File: config.mk
export PLATFORM = sky130hd
export DESIGN_NAME = mem_wb_skid_reg
export DESIGN_NICKNAME = d
export VERILOG_FILES = /design/src/rtl/mem_wb_skid_reg.sv
export SDC_FILE = /design/constraint.sdc
export NUM_CORES = 1
export LEC_CHECK = 0
export BUFFER_PORTS_ARGS = -buffer_cell sky130_fd_sc_hd__buf_2
export CORE_UTILIZATION = 40
export CTS_CLUSTER_SIZE = 24
export DETAILED_ROUTE_END_ITERATION = 7
export PLACE_DENSITY = 0.65
export SKIP_LAST_GASP = 1
export SYNTH_ARGS = -nofsm -noshare
export SYNTH_HDL_FRONTEND = slang
export SYNTH_SLANG_ARGS = --single-unit
File: constraint.sdc
create_clock -name clk -period 1.95 [get_ports clk]
set_input_delay 0.2925 -clock clk [delete_from_list [all_inputs] [get_ports clk]]
set_output_delay 0.2925 -clock clk [all_outputs]
set_load 0.02 [all_outputs]
File: src/rtl/mem_wb_skid_reg.sv
// MEM->WB pipeline register: valid/ready handshake with a 2-entry skid buffer (O + S).
// Optional MA_WB_STALL_CNT_EN adds a saturating 16-bit write-back stall counter.
module mem_wb_skid_reg #(
  parameter int DATA_W = 32,
  parameter int REG_W  = 4
) (
  input  logic              clk,
  input  logic              rst,
  input  logic              flush,
  input  logic              in_valid,
  output logic              in_ready,
  input  logic              wb_en_in,
  input  logic              mem_r_en_in,
  input  logic [DATA_W-1:0] alu_result_in,
  input  logic [DATA_W-1:0] mem_read_value_in,
  input  logic [REG_W-1:0]  dest_in,
  output logic              out_valid,
  input  logic              out_ready,
  output logic              wb_en,
  output logic              mem_r_en,
  output logic [DATA_W-1:0] alu_result,
  output logic [DATA_W-1:0] mem_read_value,
  output logic [REG_W-1:0]  dest,
  output logic [DATA_W-1:0] wb_value,
  output logic              fwd_valid,
  output logic [REG_W-1:0]  fwd_dest,
  output logic [DATA_W-1:0] fwd_value
`ifdef MA_WB_STALL_CNT_EN
  ,
  output logic [15:0]       stall_cnt
`endif
);

  typedef struct packed {
    logic              wb_en;
    logic              mem_r_en;
    logic [DATA_W-1:0] alu_result;
    logic [DATA_W-1:0] mem_read_value;
    logic [REG_W-1:0]  dest;
  } beat_t;

  beat_t in_beat, o_q, s_q, o_d, s_d;
  logic  o_vld, s_vld, o_vld_d, s_vld_d;
  logic  acc, o_free;

  assign in_beat = '{wb_en: wb_en_in, mem_r_en: mem_r_en_in, alu_result: alu_result_in,
                     mem_read_value: mem_read_value_in, dest: dest_in};
  assign acc    = in_valid && in_ready;
  assign o_free = !o_vld || out_ready;

  always_comb begin
    o_d     = o_q;
    s_d     = s_q;
    o_vld_d = o_vld;
    s_vld_d = s_vld;
    if (flush) begin
      // payload deliberately held; only occupancy is dropped
      o_vld_d = 1'b0;
      s_vld_d = 1'b0;
    end else if (o_free) begin
      if (s_vld) begin
        o_d     = s_q;
        o_vld_d = 1'b1;
        s_vld_d = 1'b0;
      end else if (acc) begin
        o_d     = in_beat;
        o_vld_d = 1'b1;
      end else begin
        o_vld_d = 1'b0;
      end
    end else if (acc) begin
      s_d     = in_beat;
      s_vld_d = 1'b1;
    end
  end

  // in_ready is registered from the next skid state, so it never sees out_ready combinationally
  always_ff @(posedge clk) begin
    if (rst) begin
      o_q      <= '0;
      s_q      <= '0;
      o_vld    <= 1'b0;
      s_vld    <= 1'b0;
      in_ready <= 1'b1;
    end else begin
      o_q      <= o_d;
      s_q      <= s_d;
      o_vld    <= o_vld_d;
      s_vld    <= s_vld_d;
      in_ready <= !s_vld_d;
    end
  end

  assign out_valid      = o_vld;
  assign wb_en          = o_q.wb_en;
  assign mem_r_en       = o_q.mem_r_en;
  assign alu_result     = o_q.alu_result;
  assign mem_read_value = o_q.mem_read_value;
  assign dest           = o_q.dest;
  assign wb_value       = o_q.mem_r_en ? o_q.mem_read_value : o_q.alu_result;
  assign fwd_valid      = o_vld && o_q.wb_en;
  assign fwd_dest       = o_q.dest;
  assign fwd_value      = wb_value;

`ifdef MA_WB_STALL_CNT_EN
  always_ff @(posedge clk) begin
    if (rst)
      stall_cnt <= '0;
    else if (o_vld && !out_ready && stall_cnt != 16'hFFFF)
      stall_cnt <= stall_cnt + 16'd1;
  end
`endif

endmodule

* After elaboration in Yosys (flattened, before gate mapping)
Index checks and enable logic that the tools add are counted.
Word-level totals: word-level logic and storage cells 32, bits in writable memories 0, register bits 143, memories 0, output and inout bits 141, bits in read-only memories 0, bits in latches 0, input bits 75
Cells by class: muxes and demuxes 8, eq/ne operators 0, reduce and logical (&&, ||, !) cells 9, magnitude comparators 0, divide/modulo/power cells 0, $mul 0, bitwise gates (word level) 2, add/sub/neg operators 0, shift-type cells 0
Operators with widths (number):
- $mux 70 | 2
- $mux 32 | 1
- $reduce_and 3->1 | 2
- $mux 1 | 5
- $logic_and 1x1->1 | 2
- $logic_not 1->1 | 2
- $not 1->1 | 2
- $reduce_bool 2->1 | 1
- $reduce_or 2->1 | 1
- $logic_or 1x1->1 | 1

* Longest topological paths before layout
depth after elaboration 5, mapped depth 6, depth with buffers taken out 3

* Worst setup path before layout
Ideal clock, no wire load.
path kind register to output, start point reg o_q (netlist bit mem_r_en), end point out wb_value[27], stages on the path, launching flop included 5, arrival time 1.581 ns, buffers on the path 3, data required time 1.657 ns, slack 0.076 ns, cells stage by stage dfxtp_1 -> clkbuf_1 -> clkbuf_1 -> o21ai_0 -> buf_4
On the way: word-level cells in the longest chain between the ends 1
RTL lines:
- start, declared | line 42 | beat_t in_beat, o_q, s_q, o_d, s_d;
- start signal, assigned | line 80 | o_q <= '0;
- start signal, assigned | line 86 | o_q <= o_d;
- $mux 32 | line 100 | assign wb_value = o_q.mem_r_en ? o_q.mem_read_value : o_q.alu_result;
- end, declared | line 24 | output logic [DATA_W-1:0] wb_value,
No other way between the ends.

* Worst setup path after layout
start point reg o_q (netlist bit mem_r_en), end point out fwd_value[23]
On the way: word-level cells in the longest chain between the ends 1
RTL lines:
- $mux 32 | line 100
- end, declared | line 27 | output logic [DATA_W-1:0] fwd_value
No other way between the ends.

==> flow_summary_export.csv <==
group,metric,value,unit
outcome,status,"finished, final reports clean",
worst_setup_path,path_cells,"buf_12 -> o21ai_0 -> buf_2",
die,core_area,18890,sq um
synth,syn_area,7782,sq um
detailed_routing,first_iter_violations,300,
timing,hold_viol,0,
timing,maxSlewViolCount,0,
cells_and_area,layout_common_cells,"buf_2 (214), nand2b_1 (141), dfxtp_1 (141)",
job,maxCapViolCount,0,
timing,slew_headroom,60.49,%
cells_and_area,area_delta_synth_final,22.41,%
power,power.leakage,3.729,nW
timing,setup_tns,0,ns
place,place_congestion,0.7820,
worst_hold_path,min_path_type,"in -> reg",
clock_tree,clkLatencyLatePin,0.42,ns
synth,syn_nets,895,
synth,synth_area_leaders,"dfxtp_1 (37%), nand2b_1 (11%), a211oi_2 (11%)",
die,fp.dieH,141.5,um
timing,fmax,533.9,MHz
synth,synth_cells,820,
die,start_util,41.19,%
detailed_routing,dr.pass1.iters,5,
synth,avgSynthCellArea,9.491,sq um
place,port_buffers,215,
detailed_routing,viasPerCell,5.036,
global_route,grt.total_usage,21.72,%
timing,finClkSkew,0.01236,ns
clock_tree,cts_tree,"yes",
global_route,grt_pass1_wl,33400,um
synth,synth_top_area_share,36.78,%
cells_and_area,n_antenna_cell,0,
worst_setup_path,slowest_delay,0.40,ns
detailed_routing,via_count,6230,
detailed_routing,wire_per_inst,17.35,um
die,dieArea,20020,sq um
detailed_routing,routed_wl,21460,um
worst_setup_path,crit_arrival,1.58,ns
timing,report.final.setup_viol,0,
cells_and_area,drive_above_1_share,42.37,%
synth,yosys_warnings,0,
synth,synth_area_leader_cell,"dfxtp_1",
die,dieWidth,141.5,um
place,post-place-cells,1205,
power,p_per_area,828.3,nW/um^2
global_route,gr-total-overflow,0,
cells_and_area,final_nets,1039,
clock_tree,cts_buffers,17,
clock_tree,postCtsHoldBufs,0,
detailed_routing,antenna_left,0,
clock_tree,cts_root_buf,"clkbuf_16",
place,pre_cts_ws,0.3257,ns
worst_setup_path,cp_data_required_time,1.66,ns
cells_and_area,final_cells,1237,
die,pin_count,216,
timing,worstMarginPinSlew,0.5926,ns
cells_and_area,final_common_cell,"buf_2",
die,rows,50,
timing,fin_ws,0.07716,ns
synth,ys_seq_area_share,36.78,%
cells_and_area,fin_util,50.42,%
worst_setup_path,cp_max_fo,26,
timing,hold_ws,0.1411,ns
timing,fin_crit_sh,96.04,%
place,hpwl,14750,um
worst_setup_path,path_class,"reg -> out",
global_route,antenna_found_initial,0,
global_route,grt_pass1_vias,6068,
worst_setup_path,critPathLaunchType,"flop",
detailed_routing,drc,0,
clock_tree,cts.sinks,143,
synth,synth.distinct_cells,21,
timing,rsz0062_at_grt,"false",
worst_setup_path,crit_path_end_kind,"output pin",
worst_setup_path,slowest_stage,"dfxtp_4",
clock_tree,path_clk_slew,0.06,ns
synth,ys_ff_latch,143,
clock_tree,cts_max_level,4,
power,ir_drop,0.5134,mV
timing,post-route-min-period,1.873,ns
global_route,grt_max_degree,67,
clock_tree,clockBufferDepth,2,
## layout make-up
| cell class | instances | area, sq um |
|---|---|---|
| fillers | 1794 | 9366 |
| clock buffers | 23 | 488.0 |
| well taps | 260 | 325.3 |
| flip-flops and latches | 143 | 2870 |
| clock inverters | 9 | 131.4 |
| repair buffers | 238 | 1405 |
| inverters | 71 | 266.5 |
| multi-input cells | 493 | 4040 |
## report_power, final
group / switching, mW / total, mW / leakage (nW) / internal (mW)
sequential: 0.0932 / 3.13 / 1.17 / 3.04
clock: 1.26 / 3.41 / 0.307 / 2.15
combinational: 0.831 / 1.35 / 2.25 / 0.516
## sequential cells by signal, indices dropped and copies added, names as in the netlist, 4 cells and up
signal,cells
s_q,70
alu_result,32
mem_read_value,32
dest,4
## final timing paths
path | start | to | slack [ns] | cells after the start
hold reg to reg | s_q[46] | s_q[46] | 0.47 | 2
setup / recovery | mem_r_en | fwd_value[23] | 0.08 | 3
setup reg to reg | s_vld | alu_result[3] | 0.32 | 4
hold / removal | alu_result_in[11] | s_q[47] | 0.14 | 3
## cell usage after synthesis, drive strengths merged
cell,count
nand2,33
nor3,1
inv,71
a21oi,1
dfxtp,143
nor2b,1
or3,1
and2,1
buf,67
mux2i,70
mux2,70
nand2b,141
a211oi,71
nor4,71
o21ai,32
clkbuf,46
## stage by stage
stage               cell area [sq um]  power (mW)
floorplan                        7782       4.127
global placement                 8905       4.535
detailed placement               8905       4.546
CTS                              9524       7.966
global route                     9527       8.197
finish                           9527       7.891
## critical path, delay by kind of cell (launching register included)
kind / cells / cell delay [ns]
flip-flops: 1 / 0.40
AO/OA/AOI/OAI: 1 / 0.34
buffers and inverters: 2 / 0.41
## timing repair
action                                  CTS  global route
resized for setup                         2             2
setup buffers                             0             0
endpoints found under the setup margin    4            12
## layer usage
layer  up-vias  wire (um)  global-route usage, %
met2       201      10350                  37.08
met4         0        335                  6.678
li1       3073          -                      -
met1      2938       9656                  27.07
met5         -          0                      0
met3        18       1120                  5.130
## kinds of logic after synthesis
logic type | after synthesis | synth area share, %
AO/OA/AOI/OAI | 104 | 13.52
buffers and inverters | 184 | 11.62
flip-flops | 143 | 36.78
multiplexers | 140 | 19.13
AND/OR/NAND/NOR | 249 | 18.94
Note: power is estimated with default switching activity, not from simulation.
